## config.mk

```make
export PLATFORM = sky130hd
export DESIGN_NAME = proc_ctrl_flat
export DESIGN_NICKNAME = d
export VERILOG_FILES = /design/src/rtl/proc_ctrl_pkg.sv /design/src/rtl/proc_ctrl_if.sv /design/src/rtl/proc_ctrl_reg_dec.sv /design/src/rtl/proc_ctrl.sv /design/src/flat_wrapper.sv
export SDC_FILE = /design/constraint.sdc
export NUM_CORES = 1
export LEC_CHECK = 0
export ABC_CLOCK_PERIOD_IN_PS = 1800
export BUFFER_PORTS_ARGS = -buffer_cell sky130_fd_sc_hd__buf_2
export CORE_MARGIN = 2
export CORE_UTILIZATION = 30
export CTS_CLUSTER_DIAMETER = 80
export DETAILED_ROUTE_END_ITERATION = 10
export GPL_TIMING_DRIVEN = 0
export PLACE_DENSITY = 0.64
export SYNTH_ARGS = -nofsm -noshare
export SYNTH_HDL_FRONTEND = slang
export SYNTH_SLANG_ARGS = --single-unit
export TNS_END_PERCENT = 10
```

## constraint.sdc

```tcl
create_clock -name Pclk -period 1.8 [get_ports Pclk]
set_input_delay 0.18 -clock Pclk [delete_from_list [all_inputs] [get_ports Pclk]]
set_output_delay 0.18 -clock Pclk [all_outputs]
set_load 0.1 [all_outputs]
```

## src/rtl/proc_ctrl_pkg.sv

```systemverilog
// Shared definitions for the single-bus processor sequencer: widths, IR field
// positions, opcodes and time slots.
package proc_pkg;

  localparam int REG_AW = 3;
  localparam int NREG   = 2 ** REG_AW;
  localparam int IR_W   = 3 + 2 * REG_AW;

  localparam int OPC_HI = IR_W - 1;
  localparam int OPC_LO = 2 * REG_AW;
  localparam int X_HI   = 2 * REG_AW - 1;
  localparam int X_LO   = REG_AW;
  localparam int Y_HI   = REG_AW - 1;
  localparam int Y_LO   = 0;

  typedef enum logic [2:0] {
    OP_MV   = 3'b000,
    OP_MVI  = 3'b001,
    OP_ADD  = 3'b010,
    OP_SUB  = 3'b011,
    OP_MVNZ = 3'b100
  } opcode_e;

  typedef enum logic [1:0] {
    T0 = 2'd0,
    T1 = 2'd1,
    T2 = 2'd2,
    T3 = 2'd3
  } tslot_e;

endpackage

```

## src/rtl/proc_ctrl_if.sv

```systemverilog
// Handshake and control bundle between the sequencer (master) and the
// datapath / IR source (slave).
interface proc_ctrl_if;
  import proc_pkg::*;

  logic            Run;
  logic [IR_W-1:0] IR;
  logic            Gnz;
  logic            IRin;
  logic [NREG-1:0] Rin;
  logic [NREG-1:0] Rout;
  logic            Gout;
  logic            DINout;
  logic            Ain;
  logic            Gin;
  logic            AddSub;
  logic            Done;
  logic            Illegal;
  logic [1:0]      Tstep;

  modport master (
    input  Run, IR, Gnz,
    output IRin, Rin, Rout, Gout, DINout, Ain, Gin, AddSub, Done, Illegal, Tstep
  );

  modport slave (
    output Run, IR, Gnz,
    input  IRin, Rin, Rout, Gout, DINout, Ain, Gin, AddSub, Done, Illegal, Tstep
  );

endinterface

```

## src/rtl/proc_ctrl_reg_dec.sv

```systemverilog
// Binary-to-one-hot register index decoder; all outputs low when disabled.
module reg_dec #(
  parameter int AW = 3
) (
  input  logic [AW-1:0]        idx,
  input  logic                 en,
  output logic [(1<<AW)-1:0]   onehot
);

  always_comb begin
    onehot = '0;
    if (en) onehot[idx] = 1'b1;
  end

endmodule

```

## src/rtl/proc_ctrl.sv

```systemverilog
// Instruction sequencer: a 2-bit slot register plus combinational decode of
// slot, IR, Run and Gnz into the datapath load/drive enables.
module proc_ctrl
  import proc_pkg::*;
(
  input  logic         Pclk,
  input  logic         Reset,
  proc_ctrl_if.master  bus
);

  tslot_e             tstep;
  tslot_e             tstep_nxt;
  opcode_e            opcode;
  logic [REG_AW-1:0]  x_idx;
  logic [REG_AW-1:0]  y_idx;
  logic [NREG-1:0]    x_oh;
  logic [NREG-1:0]    y_oh;
  logic               done;
  logic               rin_x;
  logic               rout_x;
  logic               rout_y;

  assign opcode = opcode_e'(bus.IR[OPC_HI:OPC_LO]);
  assign x_idx  = bus.IR[X_HI:X_LO];
  assign y_idx  = bus.IR[Y_HI:Y_LO];

  reg_dec #(.AW(REG_AW)) u_xdec (.idx(x_idx), .en(rin_x | rout_x), .onehot(x_oh));
  reg_dec #(.AW(REG_AW)) u_ydec (.idx(y_idx), .en(rout_y),         .onehot(y_oh));

  always_ff @(posedge Pclk) begin
    if (Reset) tstep <= T0;
    else       tstep <= tstep_nxt;
  end

  // The slot that raises Done always closes the instruction; T0 waits for Run.
  always_comb begin
    tstep_nxt = tstep;
    if (done)              tstep_nxt = T0;
    else if (tstep == T0)  tstep_nxt = bus.Run ? T1 : T0;
    else                   tstep_nxt = tslot_e'(tstep + 2'd1);
  end

  always_comb begin
    bus.IRin    = 1'b0;
    bus.Gout    = 1'b0;
    bus.DINout  = 1'b0;
    bus.Ain     = 1'b0;
    bus.Gin     = 1'b0;
    bus.AddSub  = 1'b0;
    bus.Illegal = 1'b0;
    done        = 1'b0;
    rin_x       = 1'b0;
    rout_x      = 1'b0;
    rout_y      = 1'b0;
    if (!Reset) begin
      unique case (tstep)
        T0: bus.IRin = bus.Run;
        T1: begin
          unique case (opcode)
            OP_MV:   begin rout_y = 1'b1; rin_x = 1'b1; done = 1'b1; end
            OP_MVI:  begin bus.DINout = 1'b1; rin_x = 1'b1; done = 1'b1; end
            OP_ADD,
            OP_SUB:  begin rout_x = 1'b1; bus.Ain = 1'b1; end
            OP_MVNZ: begin rout_y = bus.Gnz; rin_x = bus.Gnz; done = 1'b1; end
            default: begin bus.Illegal = 1'b1; done = 1'b1; end
          endcase
        end
        // T2/T3 are only reachable by add/sub, since IR is held until Done.
        T2: begin
          rout_y     = 1'b1;
          bus.Gin    = 1'b1;
          bus.AddSub = (opcode == OP_SUB);
        end
        T3: begin
          bus.Gout = 1'b1;
          rin_x    = 1'b1;
          done     = 1'b1;
        end
        default: ;
      endcase
    end
  end

  assign bus.Rin   = rin_x ? x_oh : '0;
  assign bus.Rout  = rout_x ? x_oh : (rout_y ? y_oh : '0);
  assign bus.Done  = done;
  assign bus.Tstep = tstep;

endmodule

```

## src/flat_wrapper.sv

```systemverilog
// flat-port wrapper written by rule: the top's interface ports become plain ports
module proc_ctrl_flat import proc_pkg::*;
  (Pclk, Reset, bus_Run, bus_IR, bus_Gnz, bus_IRin, bus_Rin, bus_Rout, bus_Gout, bus_DINout, bus_Ain, bus_Gin, bus_AddSub, bus_Done, bus_Illegal, bus_Tstep);
  proc_ctrl_if bus_i ();
  input  logic Pclk;
  input  logic Reset;
  input wire logic [$bits(bus_i.Run)-1:0] bus_Run;
  input wire logic [$bits(bus_i.IR)-1:0] bus_IR;
  input wire logic [$bits(bus_i.Gnz)-1:0] bus_Gnz;
  output wire logic [$bits(bus_i.IRin)-1:0] bus_IRin;
  output wire logic [$bits(bus_i.Rin)-1:0] bus_Rin;
  output wire logic [$bits(bus_i.Rout)-1:0] bus_Rout;
  output wire logic [$bits(bus_i.Gout)-1:0] bus_Gout;
  output wire logic [$bits(bus_i.DINout)-1:0] bus_DINout;
  output wire logic [$bits(bus_i.Ain)-1:0] bus_Ain;
  output wire logic [$bits(bus_i.Gin)-1:0] bus_Gin;
  output wire logic [$bits(bus_i.AddSub)-1:0] bus_AddSub;
  output wire logic [$bits(bus_i.Done)-1:0] bus_Done;
  output wire logic [$bits(bus_i.Illegal)-1:0] bus_Illegal;
  output wire logic [$bits(bus_i.Tstep)-1:0] bus_Tstep;
  assign bus_i.Run = bus_Run;
  assign bus_i.IR = bus_IR;
  assign bus_i.Gnz = bus_Gnz;
  assign bus_IRin = bus_i.IRin;
  assign bus_Rin = bus_i.Rin;
  assign bus_Rout = bus_i.Rout;
  assign bus_Gout = bus_i.Gout;
  assign bus_DINout = bus_i.DINout;
  assign bus_Ain = bus_i.Ain;
  assign bus_Gin = bus_i.Gin;
  assign bus_AddSub = bus_i.AddSub;
  assign bus_Done = bus_i.Done;
  assign bus_Illegal = bus_i.Illegal;
  assign bus_Tstep = bus_i.Tstep;
  proc_ctrl u_core (.Pclk(Pclk), .Reset(Reset), .bus(bus_i));
endmodule
```

==> impl_results.md, run 1 <==
- Leakage: 0.4781 nW
- Clock power frac: 21.0%
- NetSw: 0.2354 mW
- Post-synthesis register bit count: 2
- Combinational Power Share: approximately two thirds
- Fmax: between 0.4 and 0.5 GHz
- Final GP Congestion: between 0.7 and 0.8
- Pint: ~0.21 mW
- Worst r2r path cells: 4
- Total grt overflow: 0
- Final hold vios: 0
- RSZ-0062 raised after global routing: true
- CP endpoint kind: primary output
- # nets final: 130
- Synth Flop Type: dfxtp_1
- Die W: about 43 microns
- Clk buf depth: 2
- Initial antenna violation count: 0
- Part of the power in registers: 12.4%
- Slew HR: 60.36%
- First-pass GRT wire length: ~4.2 mm
- H-tree depth: 1
- Root buffer cell: clkbuf_4
- CP Max Fanout: 8
- Layout cells sized above 1: 72.97%
- Worst Setup Slack, final: -331.1 ps
- Slew Viols, Final: 0
- Placed cells: 119
- Worst-Margin Slew: 592.4 ps
- Routed Antenna Nets: 0
- Critical path depth in cells: 7
- Antenna fix cells: 0
- Gr usage total: 30.36%
- Switching Share: between 50% and 60%
- Syn-to-layout area delta: 197.8%
- Tcrit/Tclk final: 118.4%
- Final setup viols: 17
- Number of synthesized flops with an enable pin: 0
- Finished Cell Area: 1375 sq um
- Finished Layout Cells: approximately 130
- Clk slew on worst S/H paths: 30 ps
- DRC Markers: 0
- Maxcap violations: 0
- Worst path slowest cell: dfxtp_4
- Die height: ~43 microns
- Synth top area share: 13.01%
- Post-synthesis cell area: roughly 460 sq um
- Synth Instances: 65
- Rows: 14
- DRT Wirelength: just over 3 mm
- Vias: 810
- Core region area: 1471 sq um
- DRT iter0 DRCs: 27
- Violated checks: negative setup slack
- Pin count of the biggest net entering global routing: 10
- Synthesized Nets: 82
- Max reg flops: 2
- Clk sink count: 2
- Wire length per cell: 23.90 microns
- Crit path arrival time: 1950 ps
- Syn Area/Cell: 7.103 sq um
- Top cells by area, synth: a211oi_1, o32ai_1, ha_1, dfxtp_1, nand2b_1
- Clk_lat worst skew: 220 ps
- Synth cell types: 27
- Maximum vdd drop: 0.5424 mV
- PD cells: 327.1 nW/um^2
- Vias/cell: 6.378
- TritonCTS buffer count: 3
- CP delay by family, top: compound AO/OA/AOI/OAI gates
- Setup_tns: -4269 ps
- Largest stage delay, worst path: 350 ps
- CTS tree: built
- Vias in the first global route: 833
- Ys Warns: 0
- Asr flop ratio synth: 0%
- Detail Placement HPWL: 1.310 mm
- Die area: about 1900 sq um
- Cell taking the most area after synthesis: a211oi_1
- Status: complete, but fails checks
- Min cycle time layout: between 2000 and 2500 ps
- Hold-fix buffers, CTS: 0
- Worst-path cell chain: inv_4, ha_4, nor3b_4, buf_4, o21ai_4, a211oi_4, buf_12
- I/O Pins: 39
- Hold Path Class: input pin to flop
- CP Launch Type: flop
- WHS Path Cells: 3
- Setup CP Type: flop to primary output
- Placed instance area: 994.7 sq um
- Number of port buffers: 38
- Clock skew: 1.612 ps
- Worst Path Required: 1620 ps
- Seq/Total Area, Yosys: 8.672%
- Crit path buf inv count: 3
- Effective utilization at floorplan: 31.38%
- DRT Pass-1 Iters: 4
==> power by group through the flow <==
stage | Clock [mW] | Combinational (mW) | Sequential [mW]
5_1_grt | 0.103 | 0.309 | 0.0560
3_3_place_gp | 0 | 0.243 | 0.0550
3_5_place_dp | 0 | 0.245 | 0.0555
4_1_cts | 0.104 | 0.279 | 0.0549
6_report | 0.0943 | 0.300 | 0.0556
2_1_floorplan | 0 | 0.162 | 0.0822
==> metal layers <==
| metal | global-route usage, % | vias up | part of all wire (%) |
|---|---|---|---|
| met5 | 0 | - | 0 |
| met4 | 12.73 | 0 | 2.9 |
| met3 | 7.234 | 10 | 5.5 |
| met2 | 52.54 | 43 | 54 |
| met1 | 35.05 | 415 | 37 |
| li1 | - | 342 | - |
==> kinds of logic (layout without fill, tap and decap cells) <==
| kind of cell | after synthesis | in the layout | share of synthesized area [%] |
|---|---|---|---|
| DFF | 2 | 2 | 8.672 |
| AOI/OAI and AO/OA | 20 | 20 | 31.71 |
| and+or+nand+nor | 30 | 30 | 41.47 |
| adders and majority gates | 4 | 4 | 10.84 |
| buffers and inverters | 9 | 55 | 7.317 |
==> metrics by stage <==
step / util, % / hold slack [ps] / setup WS [ps] / total power [mW]
3_5_place_dp: 67.60 / 506.7 / -355.0 / 0.3007
5_1_grt: 93.45 / 318.4 / -366.8 / 0.4680
3_3_place_gp: 67.60 / 505.2 / -328.1 / 0.2978
4_1_cts: 91.41 / 280.4 / -266.2 / 0.4379
2_1_floorplan: - / 246.3 / -611.0 / 0.2447
6_report: 93.45 / 314.8 / -331.1 / 0.4497
==> repair_timing <==
item	4_1_cts	5_1_grt
cloned	0	0
pin swaps	9	2
endpoints found under the setup margin	18	20
buffers inserted	5	1
gates resized for setup	72	6
endpoints found under the hold margin	0	0
==> area by class of cell <==
| type | instances | area (sq um) |
|---|---|---|
| fill | 42 | 96.34 |
| multi-input combinational | 54 | 737.0 |
| timing repair buffer | 44 | 510.5 |
| clock buffer | 3 | 22.52 |
| tap | 16 | 20.02 |
| sequential | 2 | 47.55 |
| inverter | 8 | 37.54 |
==> cells in the mapped netlist (2+ instances only) <==
cell / instances
a211oi_1: 8
inv_1: 7
ha_1: 4
or4_1: 2
dfxtp_1: 2
nor3b_1: 2
nor2_1: 5
o32ai_1: 6
nand2_1: 5
nand2b_1: 5
o22ai_1: 2
a21oi_1: 2
==> worst reg2reg max path, stage by stage, from the launching register on <==
cell and delay [ps]:
dfxtp_4 350, buf_4 150, ha_1 240, a21oi_1 270, and4bb_2 270
==> layout by cell type (no fill, tap or decap), drive strengths merged, types with 2 or more instances in the layout <==
cell type   n
o32ai       6
clkbuf      5
ha          4
dfxtp       2
buf        42
nand2       5
a21oi       2
o22ai       2
nor2        5
a211oi      8
inv         8
or4         2
nand2b      5
nor3b       2
==> final timing paths <==
kind | slack [ps] | end | from
worst max-delay path | -330 | bus_Rin[0] | u_core.bus.Tstep[1]
worst min-delay path | 310 | u_core.bus.Tstep[0] | bus_Run
worst max register to register | 470 | u_core.bus.Tstep[1] | u_core.bus.Tstep[1]
worst min register to register | 630 | u_core.bus.Tstep[0] | u_core.bus.Tstep[0]
Note: power is estimated with default switching activity, not from simulation.
==> run 2: changes to the inputs <==
ABC_AREA = 1   (was unset)
PLACE_DENSITY = 0.59   (was 0.64)
==> run 2 against run 1 <==
Largest cell class unchanged. Critical endpoint is now bus_Rin[1]. Worst setup slack improved by 340 ps. The run now ends clean. Combinational power decreased by 9.7%. Global-route usage shrank 13 points.
==> impl_results.md, run 2 <==
- PD cells: between 300 and 400 nW/um^2
- Asr flop ratio synth: 0%
- Initial antenna violation count: 0
- Post-Place Setup Slack: -102.6 ps
- Detail Placement HPWL: 1.472 mm
- Ys Warns: 0
- Crit path arrival time: 1620 ps
- DRT Wirelength: 2.098 mm
- Cell with the most instances after synthesis: nand2_1
- Total grt overflow: 0
- H-tree depth: 1
- Post-synth top cells: nand2_1, nor2_1, nand4_1
- Core region area: between 1500 and 2000 sq um
- Die W: 49.30 microns
- Placed instance area: 977.2 sq um
- CP Max Fanout: 7
- NetSw: 0.2276 mW
- Setup CP Type: flop to primary output
- Number of synthesized flops with an enable pin: 0
- Worst-Margin Slew: 489.7 ps
- Synthesized Nets: around 130
- Root buffer cell: clkbuf_4
- Setup_tns: 0 ps
- Worst Path Required: between 1500 and 2000 ps
- Tcrit/Tclk final: around 100%
- Maximum vdd drop: between 0.4 and 0.5 mV
- RSZ-0062 raised after global routing: true
- Pint: 0.1986 mW
- Antenna fix cells: 0
- Synth top area share: between 15 and 20%
- Synth Instances: around 110
- Seq/Total Area, Yosys: 6.504%
- First-pass GRT wire length: around 3.4 mm
- Maxcap violations: 0
- Finished Cell Area: between 1000 and 1500 sq um
- Met3 wire len: 93 microns
- Fill cell count: roughly 180
- Syn-to-layout area delta: 114.8%
- DRT Pass-1 Iters: 4
- Syn Area/Cell: about 5.5 sq um
- Routed Antenna Nets: 0
- Clk buf depth: 2
- Layout cells sized above 1: 58.97%
- Clk sink count: 2
- Fmax: 0.5568 GHz
- M1 wire length: 840 microns
- Top cells by area, synth: nand2_1, nand4_1, nor2_1, inv_1, ha_1
- Min cycle time layout: 1796 ps
- CP Launch Type: flop
- # nets final: 175
- Final setup viols: 0
- Hold Path Class: input pin to flop
- Final hold vios: 0
- Effective utilization at floorplan: 31.70%
- Vias: 878
- DRT iter0 DRCs: 14
- DRC Markers: 0
- Vias in the first global route: about 830
- Pin count of the biggest net entering global routing: 10
- Combinational Power Share: 63.6%
- Slew HR: around two thirds
- Leakage: ~0.62 nW
- Worst Setup Slack, final: 4.168 ps
- TritonCTS buffer count: 3
- Number of port buffers: 37
- CTS tree: built
- Vias/cell: 4.798
- Clk slew on worst S/H paths: 30 ps
- Clk_lat worst skew: 230 ps
- Die area: 2430 sq um
- Gr usage total: 17.01%
- I/O Pins: 39
- Hold-fix buffers, CTS: 0
- Clock skew: 3.496 ps
- CP endpoint kind: primary output
- Cell taking the most area after synthesis: nand2_1
- Switching Share: 53.39%
- Met2 routed WL: 1.164 mm
- Highest Signal Layer: met3
- Most common cell after layout, fill and taps aside: buf_2
- Max reg flops: 2
- Commonest cells after routing, fill and taps aside: buf_2, nand2_1, buf_12, nand4_1, nor2_1
- Post-synthesis cell area: 615.6 sq um
- Slew Viols, Final: 0
- Synth cell types: 21
- Synth Flop Type: dfxtp_1
- Part of the power in registers: 12.8%
- Post-synthesis register bit count: 2
- Status: finished clean
- Die height: 49.30 microns
- Final GP Congestion: approximately 0.73
- Rows: 16
- Clock power frac: 23.6%
- Wire length per cell: 11.46 microns
[run 2: path summary, 6_finish.rpt]
check | startpoint | end | slack (ps) | depth (start not counted)
hold / removal | bus_Run | u_core.bus.Tstep[0] | 320 | 4
setup reg to reg | u_core.bus.Tstep[1] | u_core.bus.Tstep[1] | 540 | 6
setup / recovery | u_core.bus.Tstep[1] | bus_Rin[1] | 4 | 9
hold reg to reg | u_core.bus.Tstep[0] | u_core.bus.Tstep[0] | 550 | 2
[run 2: layer usage]
metal	global-route usage [%]	up-vias
met2	32.43	19
met1	19.37	401
met5	0	-
met4	2.857	0
li1	-	458
met3	3.374	0
[run 2: repair_timing]
item                       4_1_cts  5_1_grt
setup endpoints to repair       17       17
pin swaps                        8        4
buffers inserted                 3        2
gates resized for setup         59       18
[run 2: final cells by class]
class / count / area (sq um) / area share [%]
buffer: 1 / 5.005 / 0.3784
clock buffer: 3 / 22.52 / 1.703
inverter: 20 / 92.59 / 7.001
multi-input combinational: 89 / 650.6 / 49.20
sequential: 2 / 47.55 / 3.595
tap: 27 / 33.78 / 2.554
timing repair buffer: 41 / 470.5 / 35.57
[run 2: power by group through the flow]
stage          logic [mW]  registers, mW  clock network (mW)
6_report            0.271         0.0546               0.101
5_1_grt             0.289         0.0552               0.108
4_1_cts             0.256         0.0545               0.104
3_5_place_dp        0.234         0.0552                   0
3_3_place_gp        0.230         0.0551                   0
2_1_floorplan       0.153         0.0819                   0
[run 2: through the flow]
step / hold WS [ps] / util (%) / cells / total power, mW
after floorplan: 361.3 / - / 112 / 0.2346
final: 324.3 / 68.11 / 183 / 0.4262
after detailed placement: 548.1 / 50.32 / 176 / 0.2890
after global placement: 539.9 / 50.32 / 176 / 0.2855
after CTS: 319.1 / 63.21 / 181 / 0.4145
after global routing: 359.3 / 68.11 / 183 / 0.4526
[run 2: worst max-delay path: stages, from the launching register on]
cell     delay [ps]
dfxtp_4         350
inv_4            70
ha_4            170
nand2_4          80
nor2_4          120
nand2_2          80
nand3_4         100
nand2_1         100
nor2_4          130
buf_12          180
[run 2: cells by family after synthesis]
| family | count (synthesis) | synth area share, % |
|---|---|---|
| buffers and inverters | 21 | 13.01 |
| AO/OA/AOI/OAI | 6 | 9.553 |
| AND/OR/NAND/NOR | 79 | 62.81 |
| adder cells (fa/ha/maj) | 4 | 8.130 |
| flip-flops | 2 | 6.504 |
